### src/rtl/ps2_channel_sel.sv
// Channel select generator: debounced push-button steps merged with optional auto-scan steps,
// driving a wrapping 2-bit channel index with a one-cycle update strobe.
module ps2_channel_sel #(
    parameter int unsigned DEBOUNCE_CYCLES = 50000,
    parameter int unsigned SCAN_PERIOD     = 5000000
) (
    input  logic       CLOCK_50,
    input  logic       RESET_N,
    input  logic       KEY_STEP,
    input  logic       SW_DIR,
    input  logic       SW_AUTO,
    output logic [1:0] SEL,
    output logic       SEL_STB
);

    localparam int unsigned CntW  = $clog2(DEBOUNCE_CYCLES);
    localparam int unsigned ScanW = $clog2(SCAN_PERIOD);
    localparam logic [CntW-1:0]  CntLast  = CntW'(DEBOUNCE_CYCLES - 1);
    localparam logic [ScanW-1:0] ScanLast = ScanW'(SCAN_PERIOD - 1);

    typedef enum logic [1:0] {StUp, StDnWait, StDown, StUpWait} state_e;

    logic             key_meta_q, ks_q;
    state_e           state_q, state_d;
    logic [CntW-1:0]  cnt_q, cnt_d;
    logic             press_step;
    logic [ScanW-1:0] presc_q, presc_d;
    logic             auto_step;
    logic             step_q;
    logic [1:0]       sel_q;
    logic             stb_q;

    // Synchronizer idles high so a reset never looks like a press.
    always_ff @(posedge CLOCK_50 or negedge RESET_N) begin
        if (!RESET_N) begin
            key_meta_q <= 1'b1;
            ks_q       <= 1'b1;
        end else begin
            key_meta_q <= KEY_STEP;
            ks_q       <= key_meta_q;
        end
    end

    always_ff @(posedge CLOCK_50 or negedge RESET_N) begin
        if (!RESET_N) begin
            state_q <= StUp;
            cnt_q   <= '0;
        end else begin
            state_q <= state_d;
            cnt_q   <= cnt_d;
        end
    end

    always_comb begin
        state_d    = state_q;
        cnt_d      = cnt_q;
        press_step = 1'b0;
        unique case (state_q)
            StUp: begin
                if (!ks_q) begin
                    state_d = StDnWait;
                    cnt_d   = CntW'(1);
                end
            end
            StDnWait: begin
                if (ks_q) begin
                    state_d = StUp;
                    cnt_d   = '0;
                end else if (cnt_q == CntLast) begin
                    state_d    = StDown;
                    cnt_d      = '0;
                    press_step = 1'b1;
                end else begin
                    cnt_d = cnt_q + CntW'(1);
                end
            end
            StDown: begin
                if (ks_q) begin
                    state_d = StUpWait;
                    cnt_d   = CntW'(1);
                end
            end
            StUpWait: begin
                // Falling back to DOWN is release bounce, not a new press.
                if (!ks_q) begin
                    state_d = StDown;
                    cnt_d   = '0;
                end else if (cnt_q == CntLast) begin
                    state_d = StUp;
                    cnt_d   = '0;
                end else begin
                    cnt_d = cnt_q + CntW'(1);
                end
            end
            default: begin
                state_d = StUp;
                cnt_d   = '0;
            end
        endcase
    end

    always_comb begin
        auto_step = SW_AUTO && (presc_q == ScanLast);
        if (!SW_AUTO || presc_q == ScanLast) begin
            presc_d = '0;
        end else begin
            presc_d = presc_q + ScanW'(1);
        end
    end

    // Both step sources are merged into one registered pulse, so coincident events step once.
    always_ff @(posedge CLOCK_50 or negedge RESET_N) begin
        if (!RESET_N) begin
            presc_q <= '0;
            step_q  <= 1'b0;
        end else begin
            presc_q <= presc_d;
            step_q  <= press_step | auto_step;
        end
    end

    always_ff @(posedge CLOCK_50 or negedge RESET_N) begin
        if (!RESET_N) begin
            sel_q <= 2'd0;
            stb_q <= 1'b0;
        end else begin
            stb_q <= step_q;
            if (step_q) begin
                sel_q <= SW_DIR ? sel_q + 2'd1 : sel_q - 2'd1;
            end
        end
    end

    assign SEL     = sel_q;
    assign SEL_STB = stb_q;

endmodule

### config.mk
export PLATFORM = sky130hd
export DESIGN_NAME = ps2_channel_sel
export DESIGN_NICKNAME = d
export VERILOG_FILES = /design/src/rtl/ps2_channel_sel.sv
export SDC_FILE = /design/constraint.sdc
export NUM_CORES = 1
export LEC_CHECK = 0
export ABC_AREA = 1
export CORE_MARGIN = 1.5
export CORE_UTILIZATION = 55
export DETAILED_ROUTE_END_ITERATION = 12
export PLACE_DENSITY_LB_ADDON = 0.2
export RECOVER_POWER = 100
export SYNTH_ARGS = -nofsm -noshare
export SYNTH_HDL_FRONTEND = slang
export SYNTH_SLANG_ARGS = --single-unit
### constraint.sdc
create_clock -name CLOCK_50 -period 1.4 [get_ports CLOCK_50]
set_clock_uncertainty 0.05 [all_clocks]
set_input_delay 0.35 -clock CLOCK_50 [delete_from_list [all_inputs] [get_ports CLOCK_50]]
set_output_delay 0.35 -clock CLOCK_50 [all_outputs]
set_load 0.03 [all_outputs]
==> results of run 1 <==
-- worst max-delay path, delay by kind of cell (launching register included) --
kind                       cells  cell delay, ns
AOI/OAI and AO/OA              1            0.06
adders and majority gates      1            0.22
buffers and inverters          1            0.13
DFF                            1            0.37
and+or+nand+nor                4            0.47
-- through the flow --
stage	cells	setup TNS, ns	power, W	util [%]
after global routing	473	-2.27	0.00353	72.8
final	473	-0.0180	0.00337	72.8
after CTS	464	0	0.00321	68.4
after global placement	452	-0.0523	0.00211	64.8
after detailed placement	452	-0.667	0.00214	64.8
after floorplan	366	0	0.00181	-
-- flip-flops by register name (all words and copies together), names as in the netlist, named ones only --
name	cells
presc_q	23
cnt_q	16
SEL	2
SEL_STB	1
key_meta_q	1
ks_q	1
state_q	1
step_q	1
-- power by group through the flow --
stage | Combinational, W | Clock (W) | Sequential (W)
after floorplan | 0.000306 | 0 | 0.00150
after global placement | 0.000612 | 0 | 0.00150
after detailed placement | 0.000628 | 0 | 0.00151
after CTS | 0.000672 | 0.00106 | 0.00148
after global routing | 0.000922 | 0.00111 | 0.00150
final | 0.000844 | 0.00104 | 0.00149
-- final timing paths --
check                            from           to  slack [ns]
setup / recovery             cnt_q[0]     cnt_q[4]      -0.009
hold / removal             key_meta_q         ks_q        0.31
setup reg to reg             cnt_q[0]     cnt_q[4]      -0.009
hold reg to reg            key_meta_q         ks_q        0.31
max in group asynchronous     RESET_N     cnt_q[2]        0.17
min in group asynchronous     RESET_N  presc_q[19]        0.66
-- layout make-up --
cell class,count,area [um^2],area share [%]
flip-flops and latches,47,1190,35.0
well taps,54,67.6,1.99
multi-input cells,280,1460,43.1
clock buffers,6,82.6,2.43
inverters,35,134,3.95
clock inverters,2,35.0,1.03
repair buffers,49,423,12.5
-- Yosys cell counts --
cell type,n,area share [%]
sky130_fd_sc_hd__dfrtp_1,45,43
sky130_fd_sc_hd__dfstp_2,2,2.0
sky130_fd_sc_hd__xor2_1,10,3.3
sky130_fd_sc_hd__nand4_1,5,1.2
sky130_fd_sc_hd__nor2_4,1,0.43
sky130_fd_sc_hd__a21oi_1,4,0.76
sky130_fd_sc_hd__o21ai_0,6,1.1
sky130_fd_sc_hd__buf_6,2,0.85
sky130_fd_sc_hd__inv_1,33,4.7
sky130_fd_sc_hd__a21boi_0,1,0.28
sky130_fd_sc_hd__nand2_2,2,0.47
sky130_fd_sc_hd__xnor2_1,9,3.0
sky130_fd_sc_hd__buf_2,2,0.38
sky130_fd_sc_hd__ha_1,2,0.95
sky130_fd_sc_hd__o21ai_1,2,0.38
sky130_fd_sc_hd__o21bai_1,4,1.1
sky130_fd_sc_hd__nor2_2,3,0.71
sky130_fd_sc_hd__inv_2,2,0.28
sky130_fd_sc_hd__nand2_1,110,16
sky130_fd_sc_hd__nor2_1,75,11
sky130_fd_sc_hd__o22ai_1,3,0.71
sky130_fd_sc_hd__nand3b_1,1,0.28
sky130_fd_sc_hd__nor3_1,3,0.57
sky130_fd_sc_hd__nand3_1,38,7.2
sky130_fd_sc_hd__a21oi_2,1,0.33
-- metal layers --
metal	up-vias	wire length [um]
met5	-	0
met4	0	108
met3	13	252
met2	47	3060
met1	1178	2990
li1	1257	-
-- cell families (layout without fill, tap and decap cells) --
| group | after synthesis | count (layout) |
|---|---|---|
| flip-flops | 47 | 47 |
| XOR/XNOR | 19 | 19 |
| AND/OR/NAND/NOR | 238 | 238 |
| AO/OA/AOI/OAI | 21 | 21 |
| buffers and inverters | 39 | 92 |
| adder cells (fa/ha/maj) | 2 | 2 |
-- timing repair --
item,in CTS,in global routing
setup buffers,3,9
endpoints found under the setup margin,25,42
endpoints found under the hold margin,45,0
pin swaps,3,12
hold buffers,1,0
gates resized for setup,8,60
==> results.tsv, run 1 <==
metric	value	unit
Chip Width	72.3	um
clock transition at the register clock pins on the worst setup and hold paths after CTS	0.08	ns
final antenna-violating net count	0	
xor and xnor area share after synthesis	6.30	%
global-route track usage on met3	4.86	%
power share of the sequential group	44.2	%
fraction of power consumed by combinational cells	25.1	%
Cell variety after synth	25	
largest net degree at the start of global routing	48	
stage delay of the slowest cell on the critical path	0.37	ns
worst supply voltage drop on vdd	1.05	mV
Placed Instance Area	3020	um^2
number of fillers in the final layout	369	
RSZ-0062 raised after global routing	true	
cell depth of the worst min-delay path	0	
final worst slack	-0.00914	ns
worst slew margin relative to its limit	56.7	%
number of antenna violations at the first check in global routing	0	
violations in the final reports	negative setup slack	
transition time of the tightest slew-check pin	0.650	ns
net load switching power	0.000982	W
GR Util met1	34.4	%
highest clock rate	710	MHz
Min Clock Period, post-route	1.41	ns
fraction of the yosys area taken by sequential cells	44.6	%
Worst setup EP type	register	
total nets after synthesis	373	
CP cell instances	ha_2 > nand3_2 > nor2_4 > nand2_1 > nand2_2 > buf_6 > o22ai_1	
CTS tree	done	
detailed placement HPWL	4.49	mm
total leakage power	1.43	nW
CTS root buffer	sky130_fd_sc_hd__clkbuf_8	
Maximum Capacitance Violations	0	
commonest non-fill, non-tap cell in the layout	sky130_fd_sc_hd__nand2_1	
Crit path required time	1.54	ns
initial drt markers	136	
hold slack final	0.313	ns
number of antenna repair diodes	0	
total grt overflow	0	
status	finished with violations	
Arrival @ worst endpoint	1.54	ns
Core Box Area	4660	um^2
Clk Latency, worst-skew pair	0.31	ns
top fanout value on the critical path	4	
std cell rows	25	
post-synthesis share of cell area spent on full adders, half adders and majority gates	0.948	%
Starting Density	56.6	%
average wire per standard cell	13.5	um
slowest cell on the critical path	sky130_fd_sc_hd__dfrtp_1	
Synth Instances	366	
Final Hold Fails	0	
count of H-tree levels built during CTS	2	
nature of the critical path startpoint	register	
count of cells along the worst register-to-register path	7	
minimum setup slack after placement	-0.0709	ns
Die Footprint	5220	um^2
final-stage net count	425	
Clock Path Buffers	2	
vias post-DR	2495	
count of final setup violators	2	
Post-Syn Area	2640	um^2
Pre-Repair DR Iteration Count	4	
vias in the first global route	2254	
multiplexer share of the synthesized area	0	%
PD cells	993	nW/um^2
Int Pwr	0.00239	W
type of the worst setup path	register to register	
GRT met2 Usage	39.8	%
number of pins exceeding their max-slew limit in the final report	0	
compound-gate portion of the synthesized area	4.74	%
Switching Share	29.1	%
flip-flop and latch count after synthesis	47	
area delta synth->final	28.5	%
Layout Cell Area excl Fill	3390	um^2
number of buffers added by the clock tree synthesis step	5	
height of the die	72.3	um
GR Util All Layers	24.9	%
leading cell types in the layout, fill and taps excluded	sky130_fd_sc_hd__nand2_1, sky130_fd_sc_hd__nor2_1, sky130_fd_sc_hd__dfrtp_1	
crit share post-route	101	%
GRT Max-Usage Layer	met2	
clock network fraction of total power	30.8	%
total DRC errors in the routed layout	0	
hold crit path type	register to register	
simple-gate portion of the synthesized area	37.2	%
# IOs	8	
average footprint of a synthesized cell	7.21	um^2
weighted congestion at the end of routability-driven global placement	0.899	
final wirelength	6.41	mm
global-route wire length before repair	10.0	mm
sink count of the clock tree	47	
combinational family with the most area after synthesis	simple AND/OR/NAND/NOR gates	
PortBufs	7	
Via-to-Cell Ratio	5.27	
yosys synthesis warning count	0	
share of final-layout standard cells stronger than drive strength 1	27.9	%
No activity file was read; power rests on OpenSTA's default activity.
==> run 2: changes to the inputs <==
SETUP_SLACK_MARGIN = 0.02   (was unset)
==> run 2 against run 1 <==
Effect of this change: die area did not move; routed wire length shrank 1.5%; critical path depth is 1 higher; the run now ends clean; sequential power is essentially flat; core utilization rose by 0.89 points; first-iteration DRC count decreased by 0.74%; maximum frequency increased by 0.82%; critical endpoint is now cnt_q[12]; via count up 0.24%; non-clock buffer count fell by 1; clock power fell by 21%.
==> results.tsv, run 2 (synthesis gave the netlist of run 1 again) <==
metric	value	unit	change
status	completed		was finished with violations
crit share post-route	99.8	%	was 101%
clock transition at the register clock pins on the worst setup and hold paths after CTS	0.09	ns	was 0.08 ns
CP dominant cell by count	sky130_fd_sc_hd__nand2_1		
total leakage power	1.42	nW	was 1.43 nW
Core Box Area	4660	um^2	unchanged
largest net degree at the start of global routing	48		unchanged
height of the die	72.3	um	unchanged
Layout Cell Area excl Fill	3430	um^2	was 3390 um^2
leading cell types in the layout, fill and taps excluded	sky130_fd_sc_hd__nand2_1, sky130_fd_sc_hd__nor2_1, sky130_fd_sc_hd__dfrtp_1		unchanged
final-stage net count	424		was 425
stage delay of the slowest cell on the critical path	0.41	ns	was 0.37 ns
share of final-layout standard cells stronger than drive strength 1	28.2	%	was 27.9%
type of the worst setup path	register to register		unchanged
area delta synth->final	30.1	%	was 28.5%
Arrival @ worst endpoint	1.58	ns	was 1.54 ns
weighted congestion at the end of routability-driven global placement	0.889		was 0.899
GR Util All Layers	24.8	%	was 24.9%
sum of negative setup slack	0	ns	was -0.0180 ns
share of the core filled with cells	73.7	%	was 72.8%
total DRC errors in the routed layout	0		unchanged
# IOs	8		unchanged
Top delay family on crit path	flip-flops		was simple AND/OR/NAND/NOR gates
PortBufs	7		unchanged
commonest non-fill, non-tap cell in the layout	sky130_fd_sc_hd__nand2_1		unchanged
CP cell instances	ha_4 > nand2_2 > nor2_4 > buf_6 > nand2_1 > o21bai_1 > nand3_1 > nand2_1		was ha_2 > nand3_2 > nor2_4 > nand2_1 > nand2_2 > buf_6 > o22ai_1
Clk Latency, worst-skew pair	0.30	ns	was 0.31 ns
Chip Width	72.3	um	unchanged
final wirelength	6.31	mm	was 6.41 mm
final worst slack	0.00235	ns	was -0.00914 ns
count of buffering cells on the critical path with inverters included	1		unchanged
Starting Density	56.6	%	unchanged
CTS tree	done		unchanged
count of final setup violators	0		was 2
average wire per standard cell	13.4	um	was 13.5 um
Min Clock Period, post-route	1.40	ns	was 1.41 ns
worst supply voltage drop on vdd	1.27	mV	was 1.05 mV
top fanout value on the critical path	5		was 4
minimum setup slack after placement	-0.0519	ns	was -0.0709 ns
worst slew margin relative to its limit	58.6	%	was 56.7%
CTS root buffer	sky130_fd_sc_hd__clkbuf_8		unchanged
Final Hold Fails	0		unchanged
max reg flops	23		unchanged
final antenna-violating net count	0		unchanged
slowest cell on the critical path	sky130_fd_sc_hd__dfrtp_1		unchanged
PD cells	913	nW/um^2	was 993 nW/um^2
Pre-Repair DR Iteration Count	4		unchanged
initial drt markers	135		was 136
Clock Path Buffers	2		unchanged
sink count of the clock tree	47		unchanged
std cell rows	25		unchanged
Placed Instance Area	3000	um^2	was 3020 um^2
vias post-DR	2501		was 2495
total power consumption of the routed design	0.00313	W	was 0.00337 W
transition time of the tightest slew-check pin	0.620	ns	was 0.650 ns
register containing the most flip-flops in the final layout	presc_q		unchanged
vias in the first global route	2249		was 2254
number of antenna violations at the first check in global routing	0		unchanged
nature of the critical path startpoint	register		unchanged
global-route wire length before repair	10.1	mm	was 10.0 mm
highest clock rate	715	MHz	was 710 MHz
Crit path required time	1.58	ns	was 1.54 ns
Die Footprint	5220	um^2	unchanged
number of pins exceeding their max-slew limit in the final report	0		unchanged
Worst setup EP type	register		unchanged
detailed placement HPWL	4.23	mm	was 4.49 mm
number of antenna repair diodes	0		unchanged
Via-to-Cell Ratio	5.30		was 5.27
RSZ-0062 raised after global routing	true		unchanged
Maximum Capacitance Violations	0		unchanged
hold crit path type	register to register		unchanged
count of H-tree levels built during CTS	2		unchanged
total grt overflow	0		unchanged
number of buffers added by the clock tree synthesis step	5		unchanged
## run 2: final timing paths
kind	start	end	slack, ns	cells past startpoint
worst max-delay path	cnt_q[1]	cnt_q[12]	0.002	8
worst min-delay path	key_meta_q	ks_q	0.31	0
worst max register to register	cnt_q[1]	cnt_q[12]	0.002	8
worst min register to register	key_meta_q	ks_q	0.31	0
max in group asynchronous	RESET_N	presc_q[13]	0.20	3
min in group asynchronous	RESET_N	presc_q[21]	0.66	3
## run 2: final cells by class
cell class	instances	area [um^2]
Tap cell	54	67.6
Inverter	35	134
Clock inverter	1	5.00
Clock buffer	7	86.3
Timing Repair Buffer	48	413
Fill cell	343	1230
Sequential cell	47	1190
Multi-Input combinational cell	280	1540
## run 2: timing repair
item | in CTS | in global routing
setup endpoints to repair | 24 | 42
hold buffers | 1 | 0
pin swaps | 6 | 17
resized for setup | 15 | 65
hold endpoints to repair | 45 | 0
buffers inserted | 5 | 5
## run 2: routing by layer
metal / vias up / track usage, % / wire length [um]
met3: 14 / 5.28 / 263
met2: 53 / 37.7 / 2980
met5: - / 0 / 0
li1: 1252 / - / -
met4: 0 / 6.71 / 98
met1: 1182 / 36.2 / 2970
## run 2: report_power, final
part	internal, W	switching [W]	total, W
sequential	0.00143	0.0000704	0.00150
clock	0.000399	0.000423	0.000821
combinational	0.000351	0.000466	0.000818
total	0.00218	0.000960	0.00313
## run 2: through the flow
| step | hold slack, ns | std cells |
|---|---|---|
| finish | 0.309 | 472 |
| global route | 0.319 | 472 |
| CTS | 0.312 | 467 |
| detailed placement | 0.301 | 453 |
| global placement | 0.301 | 453 |
| floorplan | 0.00441 | 366 |
==> run 3: changes to the inputs <==
CAP_MARGIN = 20   (was unset)
==> results of run 3 <==
The final DEF is identical to that of run 2; final timing and power are the same.
==> RTL change 1 (config.mk and constraints of run 2) <==
Change the parameter `DEBOUNCE_CYCLES` from 50000 to 25000.
--- a/src/rtl/ps2_channel_sel.sv
+++ b/src/rtl/ps2_channel_sel.sv
@@ -1,7 +1,7 @@
 // Channel select generator: debounced push-button steps merged with optional auto-scan steps,
 // driving a wrapping 2-bit channel index with a one-cycle update strobe.
 module ps2_channel_sel #(
-    parameter int unsigned DEBOUNCE_CYCLES = 50000,
+    parameter int unsigned DEBOUNCE_CYCLES = 25000,
     parameter int unsigned SCAN_PERIOD     = 5000000
 ) (
     input  logic       CLOCK_50,
Formal check against the unedited RTL: no difference found for any inputs over 10 cycles, from zero or initial values and one cycle with RESET_N low; that may be too few to reach the edited logic, so the function may still have changed.
==> RTL change 1 against run 2 <==
The flow now finishes with violations (negative setup slack). Sequential share of layout area decreased by 1.9 points. Die area decreased by 0.99%. Sequential cell count decreased by 1. Design area increased by 3.2%. Routed wire length increased by 13%. Core utilization increased by 5.6 points. Area after synthesis decreased by 1.0%. Total power increased by 4.0%. Setup slack got worse by 170 ps. Largest power group unchanged.
==> RTL change 1: results (changes against run 2) <==
Global routing
  • Initial antenna violation count: 0 (unchanged)
  • Global-route wire length before repair: 10.1 mm (-0.89%)
  • Largest net degree at the start of global routing: 47 (-2.1%)
  • Total Routing Usage GR: 0.248 (about the same)
  • Vias in the first global route: 2,223 (-1.2%)

Status
  • Failing checks: negative setup slack
  • Run status: finished with violations

Place
  • Place WS: -71.9 ps (-20.0 ps)
  • RD Place Congestion: 0.939 (+5.6%)
  • Hpwl dp: 4.16 mm (-1.7%)

Critical path
  • Peak per-stage delay on the critical path: 450 ps (+40 ps)
  • CP max-delay cell: dfrtp_1
  • Crit path max-delay family: simple AND/OR/NAND/NOR gates
  • Crit path arrival time: 1730 ps (+150 ps)
  • Max FO, Critical Path: 5 (unchanged)

Routing
  • Pre-antenna DRT Iters: 6 (+2)
  • Post-Route WL: 7.14 mm (+13%)
  • Average via count per standard cell: 5.74 (+8.3%)
  • Initial drt markers: 386 (+190%)

Yosys
  • Distinct cell type count after synthesis: 27 (+8.0%)
  • Top post-synthesis cells by area: dfrtp_1 42%, nand2_1 16%, nor2_1 11%, nand3_1 7.5%, inv_1 5.2%
  • Sequential share of the synthesized area: 0.442 (-0.00487)
  • Syn nets: 373 (unchanged)
  • Commonest cells post-synth: 108 x nand2_1, 77 x nor2_1, 44 x dfrtp_1

Clock network
  • Total CTS buffers: 5 (unchanged)
  • CTS Buffer Depth: 2 (unchanged)
  • Clock Pin Slew Worst Setup and Hold Paths: 90 ps (about the same)
  • H-tree levels: 2 (unchanged)
  • Clock Latency Late Sink: 310 ps

Finish
  • N_diodes: 0 (unchanged)
  • Layout cells sized above 1: 0.296 (+0.0135)
  • Max reg flops: 23 (unchanged)
  • Fin nets: 432 (+1.9%)
  • Area Overhead vs Synth: 35.7%

Power
  • Leakage: 1.45 nW (+2.0%)
  • Peak supply drop: 1.15 mV (-9.4%)

STA
  • Setup ws final: -172 ps (-174 ps)
  • Worst slew pin tran: 610 ps (-10.9 ps)
  • Setup tns final: -2920 ps (-2920 ps)
  • Setup violations, final: 34 (+34)
-- RTL change 1: changes by cell type after synthesis, moves of 2 or more --
cell | run 2 | this run
inv_1 | 33 | 36
o21bai_1 | 4 | 2
xnor2_1 | 9 | 6
nand2_1 | 110 | 108
nor2_1 | 75 | 77
o21ai_1 | 2 | 0
-- RTL change 1: repair_timing --
item                                    4_1_cts  5_1_grt
endpoints found under the hold margin        44        0
pin swaps                                     6       21
gates cloned                                  1        3
gates resized for setup                      14       72
hold buffers                                  1        0
buffers inserted                              3        9
endpoints found under the setup margin       39       41
-- RTL change 1: final cells by class --
type	instances	area (sq um)
tap	52	65.1
clock buffer	6	72.6
timing repair buffer	55	478
inverter	38	145
fill	286	928
clock inverter	2	37.5
sequential	46	1160
multi-input combinational	279	1590
-- RTL change 1: metrics by stage --
step | power, mW | hold slack (ps) | instances | instance area [sq um]
after detailed placement | 2.05 | 298 | 453 | 2990
after global placement | 2.04 | 297 | 453 | 2990
final | 3.26 | 315 | 478 | 3550
after global routing | 3.39 | 317 | 478 | 3550
after CTS | 3.12 | 315 | 466 | 3190
after floorplan | 1.79 | 4.41 | 366 | 2630
-- RTL change 1: metal layers --
layer | up-vias | share of wire | global-route usage
li1 | 1268 | - | -
met1 | 1291 | 0.43 | 0.371
met2 | 145 | 0.46 | 0.369
met3 | 40 | 0.074 | 0.0486
met4 | 0 | 0.032 | 0.0671
met5 | - | 0 | 0
-- RTL change 1: cells by family after synthesis --
| family | share of synthesized area |
|---|---|
| fa+ha+maj | 0.00958 |
| buf+inv | 0.0671 |
| simple gates | 0.380 |
| flops | 0.442 |
| xor+xnor | 0.0570 |
| compound gates | 0.0450 |
-- RTL change 1: final timing paths --
kind	from	to	slack [ps]	cells after the start
setup / recovery	presc_q[13]	presc_q[22]	-170	7
hold / removal	key_meta_q	ks_q	310	0
setup reg to reg	presc_q[13]	presc_q[22]	-170	7
hold reg to reg	key_meta_q	ks_q	310	0
max in group asynchronous	RESET_N	cnt_q[4]	220	3
min in group asynchronous	RESET_N	presc_q[14]	640	3
-- RTL change 1: power breakdown --
part           leakage (nW)  switching [mW]  internal [mW]  total [mW]
clock network        0.0514           0.475          0.533        1.01
logic                 0.782           0.477          0.336       0.813
registers             0.614          0.0451           1.40        1.44
==> RTL change 2 (settings of run 2) <==
Made on the original files. Encoding of `state_e`: now one-hot (4 bits for 4 states).
--- a/src/rtl/ps2_channel_sel.sv
+++ b/src/rtl/ps2_channel_sel.sv
@@ -18,7 +18,7 @@
     localparam logic [CntW-1:0]  CntLast  = CntW'(DEBOUNCE_CYCLES - 1);
     localparam logic [ScanW-1:0] ScanLast = ScanW'(SCAN_PERIOD - 1);
 
-    typedef enum logic [1:0] {StUp, StDnWait, StDown, StUpWait} state_e;
+    typedef enum logic [3:0] {StUp = 4'b0001, StDnWait = 4'b0010, StDown = 4'b0100, StUpWait = 4'b1000} state_e;
 
     logic             key_meta_q, ks_q;
     state_e           state_q, state_d;
Check against the original RTL: same outputs for any inputs over 10 cycles, from zero or initial values and one cycle with RESET_N low; not proved beyond that.
==> RTL change 2 against run 2 <==
The run now ends with negative setup slack left. Area after synthesis up 12%. Routed wire length grew 21%. Sequential cell count is 2 higher. Via count up 20%. Non-clock buffer count rose by 14. First-iteration DRC count increased by 61%. Setup slack lost 35 ps. Total power is 4.0% higher. Design area grew 11%. Final cell count up 21%. Global-route usage rose by 2.2 points. Largest power group unchanged.
==> RTL change 2: results (changes against run 2) <==
Clock network
  • Clock Latency Late Sink: 310 ps
  • CTS Buffer Depth: 2 (unchanged)
  • Clock Pin Slew Worst Setup and Hold Paths: ~80 ps
  • Total CTS buffers: 5 (unchanged)
  • Root Buffer: clkbuf_8

STA
  • Setup violations, final: 11 (+11)
  • Slew HR: 0.748 (+0.162)
  • Setup ws final: -32.3 ps (-34.6 ps)

Routing
  • Pre-antenna DRT Iters: 5 (+1)
  • Average via count per standard cell: 5.25 (-0.96%)
  • Post-Route WL: 7.64 mm (+21%)
  • Initial drt markers: 218 (+61%)

Yosys
  • Syn nets: 445 (+19%)
  • Sequential share of the synthesized area: 0.415 (-0.0317)
  • Top post-synthesis cells by area: dfrtp_1 39%, nand2_1 18%, nor2_1 12%, nand3_1 8.4%, inv_1 5.4%
  • Distinct cell type count after synthesis: 23 (-8.0%)
  • Synth warn: 0 (unchanged)
  • Commonest cells post-synth: 139 x nand2_1, 97 x nor2_1, 50 x nand3_1

Global routing
  • Global-route wire length before repair: 12.7 mm (+25%)
  • Vias in the first global route: 2,838 (+26%)
  • Largest net degree at the start of global routing: 22 (-54%)
  • Total Routing Usage GR: 0.270 (+0.0222)

Place
  • Hpwl dp: 5.53 mm (+31%)
  • PortBufs: 7 (unchanged)
  • Place WS: -118 ps (-66.0 ps)
  • RD Place Congestion: 0.956 (+7.5%)
  • Area after DPL: 3490 sq um (+16%)

Critical path
  • Crit path arrival time: 1580 ps (about the same)
  • Max FO, Critical Path: 15 (+10)

Finish
  • Register area: 1230 sq um (+3.8%)
  • Fillers: 418 (+22%)
  • Layout cells sized above 1: 0.266 (-0.0159)

Power
  • Leakage: 1.64 nW (+16%)
  • Peak supply drop: 0.541 mV (-57%)

Status
  • Failing checks: negative setup slack
  • Run status: finished with violations
[RTL change 2: layout make-up]
cell class,count,area share
tap,70,0.0229
multi-input combinational,339,0.453
inverter,45,0.0442
clock buffer,8,0.0236
timing repair buffer,62,0.133
sequential,49,0.323
[RTL change 2: worst max-delay path, cell delays in order (launching register included)]
cell and delay [ps]:
dfstp_2 580, nand2_2 70, o21ai_2 120, nand2_2 90, buf_12 160, buf_4 140, nand3_2 60, nand2_1 50
[RTL change 2: cells by family after synthesis]
logic type	after synthesis	share of synthesized area
flip-flops	49	0.415
buffers and inverters	50	0.0713
XOR/XNOR	17	0.0502
AO/OA/AOI/OAI	15	0.0283
adder cells (fa/ha/maj)	2	0.00844
AND/OR/NAND/NOR	305	0.427
[RTL change 2: path summary, 6_finish.rpt]
kind | to | slack [ps] | startpoint | cells past startpoint
min in group asynchronous | SEL_STB | 430 | RESET_N | 2
setup reg to reg | state_q[2] | -30 | state_q[0] | 7
hold / removal | ks_q | 310 | key_meta_q | 0
hold reg to reg | ks_q | 310 | key_meta_q | 0
setup / recovery | state_q[2] | -30 | state_q[0] | 7
max in group asynchronous | presc_q[6] | 180 | RESET_N | 3
[RTL change 2: routing by layer]
metal / GRT usage / vias to the layer above / share of wire
met1: 0.385 / 1420 / 0.47
met2: 0.427 / 82 / 0.46
met3: 0.0395 / 14 / 0.052
met4: 0.0796 / 0 / 0.016
met5: 0 / - / 0
li1: - / 1491 / -
[RTL change 2: timing repair]
item / in CTS / in global routing
cloned: 0 / 0
hold endpoints to repair: 9 / 0
pin swaps: 23 / 11
hold buffers: 1 / 0
resized for setup: 37 / 35
setup buffers: 6 / 6
endpoints found under the setup margin: 40 / 44
[RTL change 2: metrics by stage]
stage	setup TNS, ps	power, mW	hold WS [ps]	cells
2_1_floorplan	0	1.99	4.41	438
3_5_place_dp	-1300	2.27	244	553
6_report	-195	3.26	315	573
3_3_place_gp	-195	2.25	235	553
4_1_cts	-440	3.22	316	568
5_1_grt	-3660	3.42	319	573
[RTL change 2: where the power goes]
part	total (mW)	internal, mW	switching, mW
sequential	1.58	1.50	0.0818
clock	0.883	0.404	0.479
combinational	0.799	0.325	0.474
